==> src/rtl/imem_pkg.sv <==
// Shared definitions for the instruction-memory boot loader and the
// instruction memory itself.
//   ldr_state_t : loader FSM states
//   ldr_err_t   : sticky status codes reported on the err port
//   wr_req_t    : one payload byte headed for the memory write port
//   MEM_BYTES_DEF : default instruction memory size in bytes
package imem_pkg;

  localparam int unsigned MEM_BYTES_DEF = 256;

  typedef enum logic [2:0] {
    LDR_IDLE,
    LDR_HDR_HI,
    LDR_HDR_LO,
    LDR_PAYLOAD,
    LDR_CHECK,
    LDR_FIN
  } ldr_state_t;

  typedef enum logic [1:0] {
    ERR_NONE = 2'd0,
    ERR_LEN  = 2'd1,
    ERR_CSUM = 2'd2
  } ldr_err_t;

  typedef struct packed {
    logic [15:0] idx;   // payload byte index within the frame
    logic [7:0]  data;
  } wr_req_t;

  // Byte count of an N-word frame, kept at 18 bits so 4*N never truncates.
  function automatic logic [17:0] frame_bytes(input logic [15:0] n);
    return {n, 2'b00};
  endfunction

endpackage

==> src/rtl/imem_loader_if.sv <==
// Stream-in / memory-write-out bus of the boot loader.
//   in_valid, in_data, in_ready : byte stream handshake (host -> loader)
//   mem_we, mem_addr, mem_wdata : byte write port (loader -> instruction memory)
// slave  : the loader side (consumes the stream, drives the memory port)
// master : the host/memory side
interface imem_loader_if #(
  parameter int ADDR_W = 32
);
  logic              in_valid;
  logic [7:0]        in_data;
  logic              in_ready;
  logic              mem_we;
  logic [ADDR_W-1:0] mem_addr;
  logic [7:0]        mem_wdata;

  modport slave (
    input  in_valid, in_data,
    output in_ready, mem_we, mem_addr, mem_wdata
  );

  modport master (
    output in_valid, in_data,
    input  in_ready, mem_we, mem_addr, mem_wdata
  );
endinterface

==> src/rtl/imem_wr_stage.sv <==
// One-deep registered write-port stage. A payload accept in cycle t
// becomes a memory write in cycle t+1. Address and data only load on an
// accept, so they hold their last values while we is low.
//   clk, rst_n : clock, async active-low reset
//   acc        : payload byte accepted this cycle
//   req        : byte index and data of the accepted byte
//   we, addr, wdata : instruction memory byte write port
module imem_wr_stage
  import imem_pkg::*;
#(
  parameter int          ADDR_W    = 32,
  parameter int unsigned BASE_ADDR = 0
) (
  input  logic              clk,
  input  logic              rst_n,
  input  logic              acc,
  input  wr_req_t           req,
  output logic              we,
  output logic [ADDR_W-1:0] addr,
  output logic [7:0]        wdata
);

  localparam int STAGES = 1;

  logic [STAGES:0]   vld_pipe;
  logic [ADDR_W-1:0] addr_q;
  logic [7:0]        wdata_q;

  assign vld_pipe[0] = acc;

  always_ff @(posedge clk or negedge rst_n) begin
    if (!rst_n) begin
      vld_pipe[STAGES:1] <= '0;
      addr_q             <= '0;
      wdata_q            <= '0;
    end else begin
      vld_pipe[STAGES:1] <= vld_pipe[STAGES-1:0];
      if (acc) begin
        // Wraps modulo 2^ADDR_W by construction.
        addr_q  <= ADDR_W'(BASE_ADDR) + ADDR_W'(req.idx);
        wdata_q <= req.data;
      end
    end
  end

  assign we    = vld_pipe[STAGES];
  assign addr  = addr_q;
  assign wdata = wdata_q;

endmodule

==> src/rtl/imem_loader.sv <==
// Boot-time instruction memory loader. Parses a framed byte stream
// (CNT_HI, CNT_LO, 4N payload bytes, XOR checksum), writes the payload to
// consecutive byte addresses starting at BASE_ADDR and keeps the CPU in
// reset until a frame completes with a good checksum.
//   clk, rst_n   : clock, async active-low reset
//   start        : pulse that opens a frame, honoured only in IDLE
//   bus          : stream handshake in, memory byte write port out
//   busy         : frame in progress
//   done         : one-cycle pulse at frame end (success or error)
//   err          : sticky status, cleared by the next accepted start
//   cpu_hold     : CPU reset request
//   words_loaded : complete 4-byte words written in the current/last frame
module imem_loader
  import imem_pkg::*;
#(
  parameter int unsigned MEM_BYTES = MEM_BYTES_DEF,
  parameter int          ADDR_W    = 32,
  parameter int unsigned BASE_ADDR = 0
) (
  input  logic        clk,
  input  logic        rst_n,
  input  logic        start,
  imem_loader_if.slave bus,
  output logic        busy,
  output logic        done,
  output logic [1:0]  err,
  output logic        cpu_hold,
  output logic [15:0] words_loaded
);

  if (MEM_BYTES < 4 || (MEM_BYTES & (MEM_BYTES - 1)) != 0) begin : g_bad_mem
    $error("imem_loader: MEM_BYTES must be a power of two and at least 4");
  end

  // Bytes available from BASE_ADDR to the top of memory.
  localparam int unsigned ROOM = MEM_BYTES - BASE_ADDR;

  ldr_state_t  state_q, state_d;
  logic [15:0] n_q, n_d;
  logic [15:0] idx_q, idx_d;
  logic [15:0] words_q, words_d;
  logic [7:0]  x_q, x_d;
  ldr_err_t    err_q, err_d;
  logic        hold_q, hold_d;

  logic        rdy, fire, wr_acc, pay_last;
  logic [17:0] len_hdr;

  assign rdy    = state_q inside {LDR_HDR_HI, LDR_HDR_LO, LDR_PAYLOAD, LDR_CHECK};
  assign fire   = bus.in_valid & rdy;
  assign wr_acc = fire && (state_q == LDR_PAYLOAD);

  // 4N formed from the CNT_LO byte on the bus, before it lands in n_q.
  assign len_hdr  = frame_bytes({n_q[15:8], bus.in_data});
  assign pay_last = ({2'b00, idx_q} + 18'd1) == frame_bytes(n_q);

  always_ff @(posedge clk or negedge rst_n) begin
    if (!rst_n) begin
      state_q <= LDR_IDLE;
      n_q     <= '0;
      idx_q   <= '0;
      words_q <= '0;
      x_q     <= '0;
      err_q   <= ERR_NONE;
      hold_q  <= 1'b1;
    end else begin
      state_q <= state_d;
      n_q     <= n_d;
      idx_q   <= idx_d;
      words_q <= words_d;
      x_q     <= x_d;
      err_q   <= err_d;
      hold_q  <= hold_d;
    end
  end

  always_comb begin
    state_d = state_q;
    n_d     = n_q;
    idx_d   = idx_q;
    words_d = words_q;
    x_d     = x_q;
    err_d   = err_q;
    hold_d  = hold_q;
    case (state_q)
      LDR_IDLE: begin
        if (start) begin
          state_d = LDR_HDR_HI;
          err_d   = ERR_NONE;
          words_d = '0;
          x_d     = '0;
          idx_d   = '0;
          hold_d  = 1'b1;
        end
      end
      LDR_HDR_HI: begin
        if (fire) begin
          n_d     = {bus.in_data, n_q[7:0]};
          state_d = LDR_HDR_LO;
        end
      end
      LDR_HDR_LO: begin
        if (fire) begin
          n_d   = {n_q[15:8], bus.in_data};
          idx_d = '0;
          if ({14'd0, len_hdr} > ROOM) begin
            err_d   = ERR_LEN;
            state_d = LDR_FIN;
          end else if (len_hdr == '0) begin
            state_d = LDR_CHECK;
          end else begin
            state_d = LDR_PAYLOAD;
          end
        end
      end
      LDR_PAYLOAD: begin
        if (fire) begin
          x_d   = x_q ^ bus.in_data;
          idx_d = idx_q + 16'd1;
          if (idx_q[1:0] == 2'd3) words_d = words_q + 16'd1;
          if (pay_last) state_d = LDR_CHECK;
        end
      end
      LDR_CHECK: begin
        if (fire) begin
          if (bus.in_data != x_q) err_d = ERR_CSUM;
          state_d = LDR_FIN;
        end
      end
      LDR_FIN: begin
        // err_q already holds the final status of this frame.
        hold_d  = (err_q != ERR_NONE);
        state_d = LDR_IDLE;
      end
      default: state_d = LDR_IDLE;
    endcase
  end

  imem_wr_stage #(
    .ADDR_W    (ADDR_W),
    .BASE_ADDR (BASE_ADDR)
  ) u_wr (
    .clk   (clk),
    .rst_n (rst_n),
    .acc   (wr_acc),
    .req   ('{idx: idx_q, data: bus.in_data}),
    .we    (bus.mem_we),
    .addr  (bus.mem_addr),
    .wdata (bus.mem_wdata)
  );

  assign bus.in_ready  = rdy;
  assign busy          = (state_q != LDR_IDLE);
  assign done          = (state_q == LDR_FIN);
  assign err           = err_q;
  assign cpu_hold      = hold_q;
  assign words_loaded  = words_q;

endmodule

==> src/flat_wrapper.sv <==
// flat-port wrapper written by rule: the top's interface ports become plain ports
module imem_loader_flat import imem_pkg::*;
#(
  parameter int unsigned MEM_BYTES = MEM_BYTES_DEF,
  parameter int          ADDR_W    = 32,
  parameter int unsigned BASE_ADDR = 0
)
  (clk, rst_n, start, busy, done, err, cpu_hold, words_loaded, bus_in_valid, bus_in_data, bus_in_ready, bus_mem_we, bus_mem_addr, bus_mem_wdata);
  imem_loader_if #(.ADDR_W(ADDR_W)) bus_i ();
  input  logic clk;
  input  logic rst_n;
  input  logic start;
  output logic busy;
  output logic done;
  output logic [1:0] err;
  output logic cpu_hold;
  output logic [15:0] words_loaded;
  input wire logic [$bits(bus_i.in_valid)-1:0] bus_in_valid;
  input wire logic [$bits(bus_i.in_data)-1:0] bus_in_data;
  output wire logic [$bits(bus_i.in_ready)-1:0] bus_in_ready;
  output wire logic [$bits(bus_i.mem_we)-1:0] bus_mem_we;
  output wire logic [$bits(bus_i.mem_addr)-1:0] bus_mem_addr;
  output wire logic [$bits(bus_i.mem_wdata)-1:0] bus_mem_wdata;
  assign bus_i.in_valid = bus_in_valid;
  assign bus_i.in_data = bus_in_data;
  assign bus_in_ready = bus_i.in_ready;
  assign bus_mem_we = bus_i.mem_we;
  assign bus_mem_addr = bus_i.mem_addr;
  assign bus_mem_wdata = bus_i.mem_wdata;
  imem_loader #(.MEM_BYTES(MEM_BYTES), .ADDR_W(ADDR_W), .BASE_ADDR(BASE_ADDR)) u_core (.clk(clk), .rst_n(rst_n), .start(start), .bus(bus_i), .busy(busy), .done(done), .err(err), .cpu_hold(cpu_hold), .words_loaded(words_loaded));
endmodule
==> config.mk <==
export PLATFORM = sky130hd
export DESIGN_NAME = imem_loader_flat
export DESIGN_NICKNAME = d
export VERILOG_FILES = /design/src/rtl/imem_pkg.sv /design/src/rtl/imem_loader_if.sv /design/src/rtl/imem_wr_stage.sv /design/src/rtl/imem_loader.sv /design/src/flat_wrapper.sv
export SDC_FILE = /design/constraint.sdc
export NUM_CORES = 1
export LEC_CHECK = 0
export ABC_AREA = 1
export CORE_MARGIN = 3
export CORE_UTILIZATION = 50
export DETAILED_ROUTE_END_ITERATION = 10
export GPL_TIMING_DRIVEN = 0
export PLACE_DENSITY = 0.75
export SLEW_MARGIN = 20
export SYNTH_ARGS = -nofsm -noshare
export SYNTH_HDL_FRONTEND = slang
export SYNTH_SLANG_ARGS = --single-unit
==> constraint.sdc <==
create_clock -name clk -period 3.1 [get_ports clk]
set_clock_uncertainty 0.05 [all_clocks]
set_input_delay 0.62 -clock clk [delete_from_list [all_inputs] [get_ports clk]]
set_output_delay 0.62 -clock clk [all_outputs]
set_load 0.05 [all_outputs]
# [After elaboration in Yosys (flattened, before gate mapping)]
# Cells that the tools add are included.
# W data, S select, Z words.
[word_totals] regBits=87
[classes] n_addsub=3 n_lt_le_gt_ge=1 eq_ne=17 mux=30 bitwise_logic=4 reduce_logical=18
[op_table] op="$mux W16" n=6
[op_table] op="$pmux W16 S2" n=2
[op_table] op="$pmux W16 S3" n=1
[op_table] op="$add A16 B1 Y16 const B" n=2
[op_table] op="$mux W3" n=8
[op_table] op="$mux W8" n=3
[op_table] op="$eq A18 B18 Y1" n=1
[op_table] op="$gt A18 B9 Y1 const B" n=1
[op_table] op="$logic_not A18 Y1" n=1
[op_table] op="$add A16 B1 Y17 const B" n=1
[op_table] op="$pmux W8 S2" n=1
[op_table] op="$pmux W3 S5" n=1
[op_table] op="$reduce_and A6 Y1" n=2
[op_table] op="$mux W2" n=5
[op_table] op="$ne A2 B1 Y1 const B" n=5
[op_table] op="$reduce_and A3 Y1" n=3
[op_table] op="$reduce_bool A3 Y1" n=3
[op_table] op="$ne A2 B2 Y1 const B" n=4
[op_table] op="$ne A8 B8 Y1" n=1
[op_table] op="$reduce_and A4 Y1" n=2
[op_table] op="$xor A8 B8 Y8" n=1
[op_table] op="$eq A3 B2 Y1 const B" n=2
[op_table] op="$eq A3 B3 Y1 const B" n=2
[op_table] op="$pmux W2 S3" n=1
[op_table] op="other kinds (11)" n=14

# [Longest topological paths before layout]
[logic_depth] depth_word=5 depth_mapped=17 ltp_nobuf=17

# [Hierarchy]
# A second synthesis with hierarchy kept.
[unflattened] cells_unflattened=624 hier_area_um2=4813.4
[by_module_without_submodules] mod="imem_loader" n_inst=1 cells_each=504 area_per_inst_um2=3689.8 seq_area_each_um2=1552.7
[by_module_without_submodules] mod="imem_wr_stage" n_inst=1 cells_each=120 area_per_inst_um2=1123.6 seq_area_each_um2=625.6

# [Worst setup path before layout]
# OpenSTA, ideal clock, no wires.
[synth_path] path_type="flip-flop to output port" start="register u_core.state_q[1]" end="output bus_in_ready" t_arrival_ns=1.320 t_required_ns=2.430 path_slack_ns=1.110 path_stages_with_launch=6 cell_sequence="dfrtp_1 -> inv_2 -> nor2_4 -> nand2_1 -> clkbuf_1 -> nand3_1"
[synth_via] elab_chain_cells=2 word_cells_on_any_way=5 cone_classes="4 x eq/ne; 1 x reduce/logical"
[synth_lines] item="start: declaration" line_no="imem_loader.sv:38" text="ldr_state_t state_q, state_d;"
[synth_lines] item="start signal: assignment" line_no="imem_loader.sv:67" text="state_q <= state_d;"
[synth_lines] item="$eq A3 B1 Y1 (tied with other cells)" line_no="imem_loader.sv:49" text="assign rdy = state_q inside {LDR_HDR_HI, LDR_HDR_LO, LDR_PAYLOAD, LDR_CHECK};"
[synth_lines] item="$reduce_bool A4 Y1 *" line_no="imem_loader.sv:49"
[synth_lines] item="end: declaration" line_no="flat_wrapper.sv:20" text="output wire logic [$bits(bus_i.in_ready)-1:0] bus_in_ready;"
# Mark *: on every way between the ends. The rest lies on a longest branch, timed or not.

# [Final worst setup path]
# Same ends and word-level chain as after synthesis.

==> results.ini <==
[clocking]
cts_tree=yes
cts_buffers=9
cts.hold.buffers_added=0
cts_setup_buffers=0
clk_pin_slew_ps=80
cts.sinks=87
htree_levels=3
post_cts_resize_count=0
clk_latency_ps=350
clockBufferDepth=2
clock_tree.root_cell=clkbuf_8

[route]
via_count=4256
detail-route-antenna-nets=0
avgRoutedWirePerCell_um=14.1
viasPerCell=5.34
drt_iter0_drc=203
drt_first_pass_iters=5
drc=0
drt_wl_total_um=11300

[place]
dp_cells=782
gpl.final_weighted_congestion=0.907
numPortBuffers=58
place_hpwl_um=8800

[job]
max_cap_violations=0

[sta]
setup_viol=0
fin_hold_ws_ps=181
period_needed_ps=2920
finalCritPeriodShare_pct=94.3
final_max_slew_viol_count=0
hold_violations=0
slew_headroom_pct=63.8
tightest_slew_ps=543
rsz0062_at_grt=false
fmax_ghz=0.342

[pwr]
power_density_nw_per_um2=842
leakage_nw=2.55
vdd_drop_max_mv=0.542

[die]
die-height_um=103
start_util_pct=52.5
core_um2=8930
ioPinCount=75
fp.dieW_um=103
die-area_um2=10600
rows=34

[finish]
final_layout_size_suffix_gt1_share_pct=8.85
mostFrequentLayoutCell=nand2_1
multi_input_area_um2=2140
num_antenna_cells=0
layoutNonFillerInstCount=797
register_area_um2=2180
most-common-layout-cells=nand2_1, dfrtp_1, inv_1
fill_cells=814
nets=700
syn_to_final_growth_pct=20.5

[synth]
synthesis.area_um2=4690
post_synth_num_cell_types=37
ys_seq_area_share_pct=46.4
yosysWarnings=0
synth_flop_cell=dfrtp_1
syn_inst=600
synth-edff-count=0
ys_ff_latch=87
avgSynthCellArea_um2=7.82
async_flop_share_pct=100

[worst_hold_path]
hold_class=input pin to async pin

[setup_path]
cp-start-kind=flop
path_max_fanout=10
end_kind=output port
slowest_delay_ps=800
path_buf_inv=3
rrSetupSlack_ps=800
path_cells=inv_2 > nor2_4 > nand2_1 > clkbuf_1 > nand3_1 > clkdlybuf4s50_1
path_delay_family=buffers and inverters
crit_type=flop to output port
cp_slowest_cell=clkdlybuf4s50_1
critical_path_arrival_ps=2250
critical_path_required_ps=2430

[grt]
grt-ovfl-total=0
grt_start_max_net_pins=51
grt_use_total_pct=22.3
grt_pass1_vias=3888
grt_pass1_wl_um=18500
antenna_found_initial=0

[outcome]
run_status=completed

-- where the power goes --
group	internal, mW	switching [mW]
Sequential	1.46	0.239
Clock	0.308	0.386
Combinational	0.748	1.62
Total	2.52	2.25
-- worst paths after layout --
kind                                      from                   to  depth (start not counted)
setup / recovery             u_core.state_q[1]         bus_in_ready                          6
hold / removal                           rst_n  u_core.u_wr.addr[6]                          1
setup reg to reg               u_core.idx_q[0]    u_core.state_q[0]                         16
hold reg to reg            u_core.u_wr.addr[1]  u_core.u_wr.addr[1]                          2
max in group asynchronous                rst_n      u_core.cpu_hold                          2
min in group clk           u_core.u_wr.addr[1]  u_core.u_wr.addr[1]                          2
-- registers in the layout, summed over array words and instances (netlist names), 2 cells and up --
signal,flops
u_core.words_loaded,16
u_core.err,2
u_core.state_q,3
u_core.u_wr.wdata,8
u_core.x_q,8
u_core.idx_q,16
u_core.n_q,16
u_core.u_wr.addr,16
-- cell usage after synthesis, types with 8 or more instances --
library cell,instances,area [µm²]
nor2_2,8,50.1
o21ai_0,58,290
buf_4,16,120
clkbuf_1,10,37.5
nor2_1,37,139
nand4_1,12,75.1
o22ai_1,10,62.6
nand2_1,159,597
inv_1,64,240
nand3_1,48,240
nor3_1,8,40.0
dfrtp_1,86,2150
a21oi_1,9,45.0
o31ai_1,13,97.6
xnor2_1,10,87.6
-- through the flow --
| step | power [mW] | util (%) | cell area (µm²) | worst slack [ps] | setup TNS (ps) |
|---|---|---|---|---|---|
| 6_report | 4.76 | 63.3 | 5660 | 178 | 0 |
| 3_5_place_dp | 4.09 | 61.5 | 5490 | 388 | 0 |
| 4_1_cts | 4.79 | 63.3 | 5660 | 160 | 0 |
| 3_3_place_gp | 4.05 | 61.2 | 5470 | -1740 | -150030 |
| 5_1_grt | 5.09 | 63.3 | 5660 | 47.6 | 0 |
| 2_1_floorplan | 3.34 | - | 4750 | 1110 | 0 |
-- cells by family after synthesis --
family	synth area share (%)
AOI/OAI and AO/OA	11.6
and+or+nand+nor	29.4
xor gates and xnor gates	2.61
adders and majority gates	0.800
other	0.0799
DFF	46.4
buffers and inverters	9.12
-- final cells by class --
cell class | count | area share (%)
multi-input cells | 431 | 37.9
flip-flops and latches | 87 | 38.5
clock buffers | 12 | 2.57
plain buffers | 29 | 3.05
well taps | 108 | 2.39
repair buffers | 59 | 10.7
inverters | 68 | 4.51
clock inverters | 3 | 0.354
-- per-layer routing --
metal  up-vias  share of wire (%)  track usage (%)
li1       2117                  -                -
met1      1983                 47             32.5
met3        14                5.7             3.52
met4         0                1.3             5.78
met2       142                 46             35.0
met5         -                  0                0
(Power assumes the default switching activity.)
